$ cat src/rtl/reg_file_cfg.sv
// Parametrised configuration register file: per-address reset values, read-only protection,
// 1- or 2-cycle read latency, selectable write/read collision policy, error and change reporting.
module reg_file_cfg #(
  parameter int                     DEPTH     = 16,
  parameter int                     WIDTH     = 8,
  parameter int                     ADDR_W    = 4,
  parameter int                     NUM_EXP   = 4,
  parameter int                     RD_LAT    = 1,
  parameter int                     COLL_MODE = 0,
  parameter logic [DEPTH-1:0]       RO_MASK   = '0,
  parameter logic [DEPTH*WIDTH-1:0] RST_VAL   = ((DEPTH*WIDTH)'(8'h20) << (3*WIDTH)) |
                                                ((DEPTH*WIDTH)'(8'h81) << (2*WIDTH))
) (
  input  logic                     CLK,
  input  logic                     RST,
  input  logic [ADDR_W-1:0]        Address,
  input  logic                     WrEn,
  input  logic                     RdEn,
  input  logic [WIDTH-1:0]         WrData,
  output logic [WIDTH-1:0]         RdData,
  output logic                     RdValid,
  output logic                     Err,
  output logic [NUM_EXP-1:0]       RegChg,
  output logic [NUM_EXP*WIDTH-1:0] REG_OUT
);

  // One extra bit so DEPTH == 2**ADDR_W still compares correctly.
  localparam logic [ADDR_W:0] DEPTH_L = (ADDR_W+1)'(DEPTH);

  logic [WIDTH-1:0]   regs_q [DEPTH];
  logic [WIDTH-1:0]   regs_d [DEPTH];
  logic [NUM_EXP-1:0] chg_q, chg_d;

  logic               addr_ok_s, ro_s, coll_s, rej_s;
  logic               wr_ok_s, wr_bad_s, rd_acc_s, rd_err_s, nord_err_s;
  logic [WIDTH-1:0]   rd_old_s, rd_val_s;

  logic               p1_valid_q, p1_rerr_q, p1_werr_q;
  logic [WIDTH-1:0]   p1_data_q;

  // Request decode: full-width address match, legality, collision policy and read value.
  always_comb begin
    addr_ok_s = ({1'b0, Address} < DEPTH_L);
    rd_old_s  = '0;
    ro_s      = 1'b0;
    for (int i = 0; i < DEPTH; i++) begin
      rd_old_s = rd_old_s | ((Address == ADDR_W'(i)) ? regs_q[i] : '0);
      ro_s     = ro_s | ((Address == ADDR_W'(i)) & RO_MASK[i]);
    end
    coll_s     = WrEn & RdEn;
    rej_s      = coll_s & (COLL_MODE == 32'sd0);
    wr_ok_s    = WrEn & ~rej_s & addr_ok_s & ~ro_s;
    wr_bad_s   = WrEn & ~rej_s & ~wr_ok_s;
    rd_acc_s   = RdEn & ~rej_s;
    // Errors of a request carrying a read travel with the read; others report next cycle.
    rd_err_s   = rd_acc_s & (~addr_ok_s | wr_bad_s);
    nord_err_s = ~rd_acc_s & (wr_bad_s | rej_s);
    if (!addr_ok_s) begin
      rd_val_s = '0;
    end else if (coll_s && (COLL_MODE == 32'sd1) && wr_ok_s) begin
      rd_val_s = WrData;
    end else begin
      rd_val_s = rd_old_s;
    end
  end

  // Register next state and per-export change detection.
  always_comb begin
    for (int i = 0; i < DEPTH; i++) begin
      regs_d[i] = (wr_ok_s && (Address == ADDR_W'(i))) ? WrData : regs_q[i];
    end
    chg_d = '0;
    for (int i = 0; i < NUM_EXP; i++) begin
      chg_d[i] = wr_ok_s && (Address == ADDR_W'(i)) && (WrData != regs_q[i]);
    end
  end

  // Storage, change pulses and first read stage; RdData holds while no read is accepted.
  always_ff @(posedge CLK or negedge RST) begin
    if (!RST) begin
      for (int i = 0; i < DEPTH; i++) begin
        regs_q[i] <= RST_VAL[i*WIDTH +: WIDTH];
      end
      chg_q      <= '0;
      p1_valid_q <= 1'b0;
      p1_data_q  <= '0;
      p1_rerr_q  <= 1'b0;
      p1_werr_q  <= 1'b0;
    end else begin
      for (int i = 0; i < DEPTH; i++) begin
        regs_q[i] <= regs_d[i];
      end
      chg_q      <= chg_d;
      p1_valid_q <= rd_acc_s;
      p1_data_q  <= rd_acc_s ? rd_val_s : p1_data_q;
      p1_rerr_q  <= rd_err_s;
      p1_werr_q  <= nord_err_s;
    end
  end

  generate
    if (RD_LAT == 2) begin : g_lat2
      logic             p2_valid_q, p2_err_q;
      logic [WIDTH-1:0] p2_data_q;

      // Second read stage; write-only errors bypass it to keep their one-cycle timing.
      always_ff @(posedge CLK or negedge RST) begin
        if (!RST) begin
          p2_valid_q <= 1'b0;
          p2_data_q  <= '0;
          p2_err_q   <= 1'b0;
        end else begin
          p2_valid_q <= p1_valid_q;
          p2_data_q  <= p1_valid_q ? p1_data_q : p2_data_q;
          p2_err_q   <= p1_rerr_q;
        end
      end

      assign RdValid = p2_valid_q;
      assign RdData  = p2_data_q;
      assign Err     = p2_err_q | p1_werr_q;
    end else begin : g_lat1
      assign RdValid = p1_valid_q;
      assign RdData  = p1_data_q;
      assign Err     = p1_rerr_q | p1_werr_q;
    end
  endgenerate

  assign RegChg = chg_q;

  generate
    for (genvar g = 0; g < NUM_EXP; g++) begin : g_exp
      assign REG_OUT[g*WIDTH +: WIDTH] = regs_q[g];
    end
  endgenerate

endmodule

$ cat config.mk
export PLATFORM = sky130hd
export DESIGN_NAME = reg_file_cfg
export DESIGN_NICKNAME = d
export VERILOG_FILES = /design/src/rtl/reg_file_cfg.sv
export SDC_FILE = /design/constraint.sdc
export NUM_CORES = 1
export LEC_CHECK = 0
export CORE_MARGIN = 2
export CORE_UTILIZATION = 50
export CTS_BUF_LIST = sky130_fd_sc_hd__clkbuf_2 sky130_fd_sc_hd__clkbuf_4 sky130_fd_sc_hd__clkbuf_8
export CTS_CLUSTER_SIZE = 24
export DETAILED_ROUTE_END_ITERATION = 8
export PLACE_DENSITY = 0.81
export REMOVE_ABC_BUFFERS = 1
export SLEW_MARGIN = 20
export SYNTH_ARGS = -nofsm -noshare
export SYNTH_HDL_FRONTEND = slang
export SYNTH_SLANG_ARGS = --single-unit
$ cat constraint.sdc
create_clock -name CLK -period 2.1 [get_ports CLK]
set_clock_uncertainty 0.2 [all_clocks]
set_input_delay 0.525 -clock CLK [delete_from_list [all_inputs] [get_ports CLK]]
set_output_delay 0.525 -clock CLK [all_outputs]
set_load 0.02 [all_outputs]
## After elaboration in Yosys (flattened, before gate mapping)

Cells that the tools add are included.

| storage, ports and cells | value |
|---|---|
| flip-flop bits (word level) | 142 |
| bits in latches | 0 |
| memory bits (writable) | 0 |
| memory bits (read-only) | 0 |
| output and inout bits | 46 |
| memories | 0 |

| cells by class | value |
|---|---|
| add/subtract/negate cells | 0 |
| multiply operators | 0 |
| div/mod/pow operators | 0 |
| order comparisons | 0 |
| equality and inequality tests | 19 |
| shifts and indexed selects | 0 |
| multiplexer cells | 16 |
| bitwise logic cells | 21 |
| reduce and logical (&&, ||, !) cells | 21 |

Operators with widths:

| cell | count |
|---|---|
| 2-to-1 mux 8 bit | 16 |
| bitwise OR 8 bit | 15 |
| == test 4 bit, second input constant | 8 |
| inequality test 8 bit | 4 |
| logical AND 1 bit | 20 |
| == test 4 x 3 -> 1 bit, second input constant | 4 |
| == test 4 x 2 -> 1 bit, second input constant | 2 |
| bitwise AND 1 bit | 4 |
| == test 4 x 1 -> 1 bit, second input constant | 1 |
| zero test 4 bit | 1 |
| inverter 1 bit | 2 |

## Logic depth before layout (Yosys ltp)

Gate-level depths: netlist of run 1.

| depth | value |
|---|---|
| depth in word-level cells | 17 |
| depth in mapped cells | 8 |

## Least setup slack after synthesis of run 1

OpenSTA, ideal clock, no wires.

| path | value |
|---|---|
| path kind | input to register |
| start | in Address[0] |
| end | reg regs_q[23] (netlist name) |
| arrival time | 1.684 ns |
| data required time | 1.772 ns |
| path slack | 0.088 ns |
| cell stages on the path | 7 |
| cell sequence | buf_6 nor2b_1 buf_2 and3_4 nor2b_1 buf_6 mux2_1 |

| on the way | value |
|---|---|
| longest elaborated chain between the ends | 2 |

RTL lines:

| item | line | text |
|---|---|---|
| start, declared | 16 | `input logic [ADDR_W-1:0] Address,` |
| == test 4 bit | 70 | `regs_d[i] = (wr_ok_s && (Address == ADDR_W'(i))) ? WrData : regs_q[i];` |
| logical AND 1 bit | 70 |  |
| end signal, assigned by index | 82 | `regs_q[i] <= RST_VAL[i*WIDTH +: WIDTH];` |
| end signal, assigned by index | 91 | `regs_q[i] <= regs_d[i];` |
| end, declared | 30 | `logic [WIDTH-1:0] regs_q [DEPTH];` |

No other way between the ends.
A chain may end at the register's enable or synchronous reset.

## Worst setup path in the final report of run 1

| path | value |
|---|---|
| start | in WrEn |
| end | reg regs_q[25] (netlist name) |

| on the way | value |
|---|---|
| longest elaborated chain between the ends | 4 |

RTL lines:

| item | line | text |
|---|---|---|
| start, declared | 17 | `input logic WrEn,` |
| bitwise AND 1 bit | 50 | `coll_s = WrEn & RdEn;` |
| inverter 1 bit | 52 | `wr_ok_s = WrEn & ~rej_s & addr_ok_s & ~ro_s;` |
| bitwise AND 1 bit (*) | 52 |  |
| logical AND 1 bit (*) | 70 |  |

Every way passes the cells marked *; elsewhere a longest branch is shown, timed or not.

==> impl_metrics.py, run 1 <==
metrics = {
    "detailed_routing": {
        "vias_per_cell": 5.95,
        "drtPass1Iterations": 5,
        "wire_per_inst_um": 22.9,
        "vias": 5292,
        "detail_route.wirelength_um": 20300,
        "ant_nets": 0,
        "first_iter_violations": 369,
        "drcViolationCount": 0,
    },
    "timing": {
        "setup_violations": 0,
        "hold_viol_final": 0,
        "fmax_mhz": 478,
        "setup_slack_ns": 0.00847,
        "relSlewSlack_pct": 60.0,
        "worst_slew_pin_slew_ns": 0.598,
        "maxSlewViolCount": 0,
        "setup_tns_ns": 0,
        "finalCritPeriodShare_pct": 99.6,
        "period_minus_slack_ns": 2.09,
        "rsz0062_at_grt": "false",
    },
    "power_and_ir_drop": {
        "peakVddDrop_mv": 0.425,
        "p_leak_nw": 4.32,
        "p_per_area_nw_per_um2": 836,
    },
    "global_route": {
        "grt_pass1_wl_um": 32100,
        "overflow": 0,
        "antenna_found_initial": 0,
        "track_usage_pct": 26.9,
        "grt_max_degree": 56,
        "grt_pass1_vias": 5658,
    },
    "logic_synthesis": {
        "yosys.cell_count.top_type": "dfrtp_1",
        "yosysTopAreaCell": "dfrtp_1",
        "synthDistinctLibCells": 67,
        "synth_area_per_cell_um2": 12.5,
        "synth_edf_count": 0,
        "synthArstFlopShare_pct": 100,
        "synthFlopType": "dfrtp_1",
        "yosysSeqAreaShare_pct": 48.3,
        "synth_cells": 588,
        "synth_top_area_share_pct": 47.3,
        "synth_commonest_cells": "139 x dfrtp_1, 99 x mux2_2, 37 x buf_4",
        "synthTopCellsByArea": "dfrtp_1 47%, mux2_2 15%, xor2_1 3.8%",
        "ys_seq_elements": 142,
        "synth_area_um2": 7360,
        "yosysWarnings": 0,
    },
    "critical_path": {
        "worst_ep_required_time_ns": 2.24,
        "r2r_end": "RdData[7]",
        "crit_buf_inv": 2,
        "r2r_slack_ns": 0.24,
        "cp_slowest_cell": "or4_4",
        "crit_end": "regs_q[25]",
        "end_kind": "flip-flop",
        "cp.arrival_ns": 2.23,
        "cp_top_family": "buffers and inverters",
        "crit_fanout": 8,
        "critPathKind": "in2reg",
        "r2r_start": "REG_OUT[7]",
        "start_kind": "input pin",
        "critPathMaxStageDelay_ns": 0.59,
        "reg2reg_depth": 3,
        "critPathLaunch": "WrEn",
        "worst-path-stages": 5,
        "crit_chain": "clkdlybuf4s50_1, nand2b_4, buf_4, or4_4, mux2_4",
    },
    "clock_tree": {
        "cts_tree": "built",
        "cts_buffers": 17,
        "clkSinkCount": 142,
        "clock_path_buffers": 2,
        "htreeDepth": 4,
        "clk_pin_slew_ns": 0.08,
        "worstSkewPairLatency_ns": 0.46,
        "root_buffer": "clkbuf_8",
    },
    "die": {
        "num_rows": 44,
        "start_util_pct": 50.8,
        "dieArea_um2": 15700,
        "ios": 62,
        "fp.dieW_um": 125,
        "design.core.area_um2": 14500,
        "die_h_um": 125,
    },
    "layout": {
        "antenna_cells": 0,
        "final_net_count": 708,
        "final_cell_area_um2": 9030,
        "syn_to_final_growth_pct": 22.7,
        "multiInputGateArea_um2": 3300,
        "drive_above_1_share_pct": 38.4,
        "ff_latch_area_um2": 3560,
        "fillerInstances": 1117,
    },
    "placed_design": {
        "port_buffers": 61,
        "gp_congestion": 0.926,
        "place_hpwl_um": 14500,
        "placed_cell_area_um2": 8630,
        "preCtsSetupSlack_ns": -0.615,
    },
    "min_path": {
        "hold_path_class": "reg2reg",
    },
    "run_status": {
        "status": "completed",
    },
    "run": {
        "drv_cap": 0,
    },
}
[logic make-up (layout without fill, tap and decap cells)]
group           after synthesis  in the layout  share of synthesized area, %
simple gates                100            100                          8.82
buf+inv                      79            196                          6.99
xor+xnor                     32             32                          3.81
compound gates               86             86                          8.55
flops                       142            142                          48.3
mux                         149            149                          23.5
[routing by layer]
layer	vias up	global-route usage [%]	wire, um	share of wire [%]
met2	204	43.2	9840	48
met5	-	0	0	0
li1	2313	-	-	-
met1	2727	35.4	8540	42
met4	0	12.0	720	3.5
met3	48	5.82	1250	6.1
[registers in the layout (all words and copies together) (netlist names)]
signal / flops
REG_OUT: 32
RdData: 8
RdValid: 1
RegChg: 4
p1_werr_q: 1
regs_q: 96
[layout by cell type, fill, tap and decap left out, types with 4 or more instances in the layout]
master           synthesis  final
a21oi_1                 16     16
a221oi_1                 5      5
a22o_1                   6      6
a31oi_1                  5      5
a32oi_1                  6      6
and3_1                  12     12
buf_12                   0     18
buf_4                   37     78
clkbuf_8                 0     19
clkdlybuf4s50_1          0     10
clkinv_2                 0      7
dfrtp_1                139    139
dlygate4sd2_1            0     44
inv_1                    4      4
mux2_1                  17     17
mux2_2                  99     99
mux2_4                  16     16
mux2i_1                 16     16
nand2_1                 15     15
nand2b_1                 6      6
nand3b_1                 8      8
nor2_1                  13     13
nor2b_1                  7      6
nor3b_1                  4      4
nor4_1                   8      8
o21ai_0                  7      7
o21ai_1                  4      4
xor2_1                  32     32
[through the flow]
| step | instances | util, % | power, mW | hold WS [ns] |
|---|---|---|---|---|
| after floorplan | 513 | - | 4.52 | 0.0294 |
| after global placement | 854 | 59.6 | 5.42 | 0.265 |
| after detailed placement | 854 | 59.6 | 5.52 | 0.272 |
| after CTS | 889 | 62.4 | 7.58 | 0.289 |
| after global routing | 889 | 62.3 | 7.86 | 0.311 |
| final | 889 | 62.3 | 7.55 | 0.287 |
[layout make-up]
type / instances / share of cell area (%)
tap: 184 / 2.55
timing repair buffer: 160 / 17.0
clock buffer: 20 / 2.98
sequential: 142 / 39.4
multi-input combinational: 367 / 36.6
inverter: 4 / 0.166
clock inverter: 12 / 1.32
[power by group]
group          internal [mW]  leakage (nW)  switching, mW
combinational          0.899          2.32          0.836
sequential              3.25          1.80          0.401
clock                   1.12         0.201           1.05
total                   5.26          4.32           2.29
[worst reg2reg max path, stage by stage, from the launching register on]
cell and delay [ns]:
dfrtp_1 0.43, mux4_2 0.48, o311a_1 0.34, o32a_1 0.30
[how the worst min path moves through the flow]
stage / cells past startpoint / endpoint / slack (ns) / start
after global placement: 1 / regs_q[23] / 0.26 / regs_q[23]
after global routing: 1 / regs_q[17] / 0.31 / regs_q[17]
after floorplan: 0 / REG_OUT[0] / 0.03 / RST
after CTS: 1 / regs_q[17] / 0.29 / regs_q[17]
final: 1 / regs_q[17] / 0.29 / regs_q[17]
after detailed placement: 1 / regs_q[58] / 0.27 / RST
[repair_timing]
action	in CTS	in global routing
setup endpoints to repair	79	1
gates cloned	1	0
resized for setup	54	1
setup buffers	1	0
pin swaps	0	0
endpoints found under the hold margin	34	0
hold buffers	1	0
No activity file was read; power rests on OpenSTA's default activity.
==> inputs of run 2 (changes only) <==
--- a/config.mk
+++ b/config.mk
@@ -5,6 +5,7 @@
 export SDC_FILE = /design/constraint.sdc
 export NUM_CORES = 1
 export LEC_CHECK = 0
+export CAP_MARGIN = 5
 export CORE_MARGIN = 2
 export CORE_UTILIZATION = 50
 export CTS_BUF_LIST = sky130_fd_sc_hd__clkbuf_2 sky130_fd_sc_hd__clkbuf_4 sky130_fd_sc_hd__clkbuf_8
==> results of run 2 <==
Same layout as run 1: the final DEF is identical, and so are final timing and power.
==> variant 1 (settings of run 1) <==
The parameter `NUM_EXP` goes from 4 to 2.
--- a/src/rtl/reg_file_cfg.sv
+++ b/src/rtl/reg_file_cfg.sv
@@ -5,5 +5,5 @@
   parameter int                     WIDTH     = 8,
   parameter int                     ADDR_W    = 4,
-  parameter int                     NUM_EXP   = 4,
+  parameter int                     NUM_EXP   = 2,
   parameter int                     RD_LAT    = 1,
   parameter int                     COLL_MODE = 0,
Interface: changed (resized REG_OUT and RegChg); port bits go from 62 to 44. No check against the original RTL was run, so the function may have changed too.
==> variant 1 against run 1 <==
Total power is 1.4% lower. Worst setup slack better by 0.046 ns. Design area is 2.1% lower. Via count is 1.5% lower. Non-clock buffer count is 4 lower. Area after synthesis is 5.0% lower. Sequential cell count is 2 lower. Maximum frequency is 2.2% higher. Register-to-register slack better by 0.05 ns. Routed wire length is 3.6% higher.
==> variant 1: results (changes against run 1) <==
{| class="wikitable"
! Metric !! Value
|-
| Synth cell types || 59 (-12%)
|-
| End of the worst register-to-register path || RdData[2]$_DFFE_PN0P_
|-
| Global-route wire length before repair || 31900 um (-0.77%)
|-
| Transition time of the tightest slew-check pin || 0.513 ns (-0.0848 ns)
|-
| Place WS || -0.635 ns (-0.0200 ns)
|-
| Top cells by count, synth || sky130_fd_sc_hd__dfrtp_1, sky130_fd_sc_hd__mux2_2, sky130_fd_sc_hd__buf_4
|-
| Reg2reg path depth || 5 (+2)
|-
| Worst Hold Class || input pin to async pin
|-
| Largest vdd supply drop || 547 uV (+29%)
|-
| Worst-case setup margin in the final layout || 0.0541 ns (+0.0456 ns)
|-
| Leakage || 4.13 nW (-4.4%)
|-
| Non-Filler Instances || 865 (-2.7%)
|-
| TritonRoute pass-1 iters || 7 (+2)
|-
| Post-place instance area || 8320 um^2 (-3.6%)
|-
| Multi-input gate area || 3150 um^2 (-4.6%)
|-
| Iteration-0 DRC Markers || 484 (+31%)
|-
| Crit-path slowest cell || sky130_fd_sc_hd__clkdlybuf4s50_1
|-
| Delay of the slowest cell on the worst path || 0.43 ns (-0.16 ns)
|-
| Pin count of the biggest net entering global routing || 39 (-30%)
|-
| Post-synthesis instance total || 554 (-5.8%)
|-
| Fillers || 1070 (-4.2%)
|-
| Arrival time at the worst endpoint || 2.19 ns (-0.04 ns)
|-
| Number of flip-flops in the largest register || 112 (+17%)
|-
| RR Startpoint || regs_q[50]$_DFFE_PN0P_
|-
| Average wire per standard cell || 24.4 um (+6.5%)
|-
| Part of the Yosys area used for sequential elements || 50.2% (+1.8 points)
|-
| Maximum fanout count along the critical path || 4 (-4)
|-
| Multiplexer fraction of the synthesized cell area || 23.3% (-0.17 points)
|-
| Ratio of routed vias to standard cells || 6.03 (+1.2%)
|-
| Xor and xnor fraction of the mapped netlist area || 2.01% (-1.8 points)
|-
| Critical Path Source || RdEn
|-
| Total Routing Usage GR || 29.7% (+2.8 points)
|-
| Run status || finished clean
|-
| Final net count || 688 (-2.8%)
|-
| Termination of the worst setup path || regs_q[30]$_DFFE_PN0P_
|-
| Setup slack, reg-to-reg || 0.29 ns (+0.05 ns)
|}
-- variant 1: area by class of cell --
class / instances / area share, %
multi-input cells: 351 / 35.6
clock buffers: 22 / 3.28
flip-flops and latches: 140 / 39.7
inverters: 6 / 0.255
clock inverters: 10 / 1.57
well taps: 180 / 2.55
repair buffers: 156 / 17.0
-- variant 1: report_power, final --
group / internal (W) / total [W] / leakage [nW] / switching, W
registers: 0.00321 / 0.00355 / 1.78 / 0.000344
clock network: 0.00129 / 0.00236 / 0.220 / 0.00107
logic: 0.000816 / 0.00153 / 2.13 / 0.000718
total: 0.00532 / 0.00745 / 4.13 / 0.00213
-- variant 1: repair_timing --
| action | in CTS | in global routing |
|---|---|---|
| hold buffers | 1 | 0 |
| setup endpoints to repair | 64 | 25 |
| setup buffers | 2 | 0 |
| cloned | 0 | 2 |
| endpoints found under the hold margin | 112 | 0 |
| pin swaps | 1 | 4 |
| resized for setup | 33 | 15 |
-- variant 1: per-layer routing --
metal | up-vias | global-route usage (%) | wire, um | part of all wire [%]
li1 | 2267 | - | - | -
met1 | 2673 | 39.9 | 8940 | 42
met2 | 219 | 46.0 | 9990 | 47
met3 | 53 | 7.48 | 1480 | 7.0
met4 | 0 | 12.2 | 688 | 3.3
met5 | - | 0 | 0 | 0
-- variant 1: worst min path at each step --
stage	startpoint	end	slack, ns
4_1_cts	RST	regs_q[19]$_DFFE_PN0P_	0.24
6_report	RST	regs_q[19]$_DFFE_PN0P_	0.26
3_5_place_dp	RST	regs_q[8]$_DFFE_PN0P_	0.18
5_1_grt	RST	regs_q[19]$_DFFE_PN0P_	0.26
2_1_floorplan	RST	REG_OUT[0]$_DFFE_PN0P_	0.03
3_3_place_gp	RST	regs_q[36]$_DFFE_PN0P_	0.18
==> variant 2 (config.mk and constraints of run 1) <==
Without the edit above. Reset style: synchronous (`RST`), changed in 2 clocked blocks.
--- a/src/rtl/reg_file_cfg.sv
+++ b/src/rtl/reg_file_cfg.sv
@@ -77,5 +77,5 @@
 
   // Storage, change pulses and first read stage; RdData holds while no read is accepted.
-  always_ff @(posedge CLK or negedge RST) begin
+  always_ff @(posedge CLK) begin
     if (!RST) begin
       for (int i = 0; i < DEPTH; i++) begin
@@ -105,5 +105,5 @@
 
       // Second read stage; write-only errors bypass it to keep their one-cycle timing.
-      always_ff @(posedge CLK or negedge RST) begin
+      always_ff @(posedge CLK) begin
         if (!RST) begin
           p2_valid_q <= 1'b0;
Behaviour: differs if RST is asserted again (counterexample within 4 cycles, from zero or initial values and one cycle with RST low); with RST held inactive, the same outputs for 10 cycles.
==> variant 2 against run 1 <==
Global-route usage increased by 5.5 points. Sequential cell count unchanged. Design area grew 2.6%. Synthesized cell count increased by 34%. Area after synthesis shrank 5.2%. Worst setup slack improved by 0.026 ns. Routed wire length grew 17%. Sequential share of layout area is 8.7 points lower. Maximum frequency up 1.3%. Count of clock-buffer cells in the layout rose by 3. Critical path type unchanged.
Power is not compared: it rests on default switching activity, and its combinational part moved more than twofold at a synthesized area within 25%.
==> variant 2: results (changes against run 1) <==
{| class="wikitable"
! Metric !! Value
|-
| Run status || finished clean
|-
| Multi-In Gates || 572 (+56%)
|-
| Count of cells along the worst hold path || 2 (+1)
|-
| Clock network share of area || 4.71% (+0.42 points)
|-
| Share of flip-flops with an asynchronous set or reset || 0% (-100 points)
|-
| Termination of the worst setup path || regs_q[14][1]$_SDFFE_PN0P_
|-
| Met2 WL || 10700 um (+8.5%)
|-
| Setup slack, reg-to-reg || 0.54 ns (+0.30 ns)
|-
| Synth cell types || 58 (-13%)
|-
| Hold Crit Start || RST
|-
| Ratio of routed vias to standard cells || 6.09 (+2.3%)
|-
| Reg2reg path depth || 5 (+2)
|-
| Top post-synthesis cells by area || sky130_fd_sc_hd__dfxtp_1, sky130_fd_sc_hd__mux2i_1, sky130_fd_sc_hd__nand3_1, sky130_fd_sc_hd__a21boi_1, sky130_fd_sc_hd__nand2_1
|-
| Sequential cell area || 2840 um^2 (-20%)
|-
| Cell family with most CP delay || simple AND/OR/NAND/NOR gates
|-
| GR Util met3 || 8.52% (+2.7 points)
|-
| Final-layout clock buffer total || 23 (+15%)
|-
| Multi-input gate area || 3920 um^2 (+19%)
|-
| Post-detail-place hpwl || 17000 um (+17%)
|-
| Global-route wire length before repair || 36300 um (+13%)
|-
| Non-clock buffer total of the final layout || 201 (+26%)
|-
| Top cells by count, synth || sky130_fd_sc_hd__dfxtp_1, sky130_fd_sc_hd__nand2_1, sky130_fd_sc_hd__nand3_1
|-
| RR Startpoint || regs_q[14][3]$_SDFFE_PN0P_
|-
| End of the worst register-to-register path || RdData[3]$_SDFFE_PN0P_
|-
| Average wire per standard cell || 21.2 um (-7.6%)
|-
| Pin count of the biggest net entering global routing || 77 (+38%)
|-
| Detailed route wirelength on metal3 || 2260 um (+81%)
|-
| Multiplexer fraction of the synthesized cell area || 8.77% (-15 points)
|-
| Total Routing Usage GR || 32.4% (+5.5 points)
|-
| Fillers || 1118 (+0.090%)
|}
==> variant 2: what timing repair did <==
item                       4_1_cts  5_1_grt
hold buffers                     0        0
setup endpoints to repair       54       91
gates resized for setup         49       27
pin swaps                        1        8
setup buffers                    0        8
cloned                           0        0
==> variant 2: per-stage QoR <==
step | power (W) | cell area, um^2 | setup slack, ns | std cells
2_1_floorplan | 0.00303 | 6650 | -1.44 | 717
4_1_cts | 0.00586 | 9100 | 0.000848 | 1122
6_report | 0.00590 | 9270 | 0.0348 | 1130
3_5_place_dp | 0.00352 | 8700 | -0.663 | 1090
5_1_grt | 0.00606 | 9270 | -0.0136 | 1130
3_3_place_gp | 0.00351 | 8700 | -0.656 | 1090
==> variant 2: cell families (layout without fill, tap and decap cells) <==
group                     count (synthesis)  after routing
and+or+nand+nor                         290            290
AOI/OAI and AO/OA                       189            189
DFF                                     142            142
buffers and inverters                    75            236
muxes                                    61             61
xor gates and xnor gates                 32             32
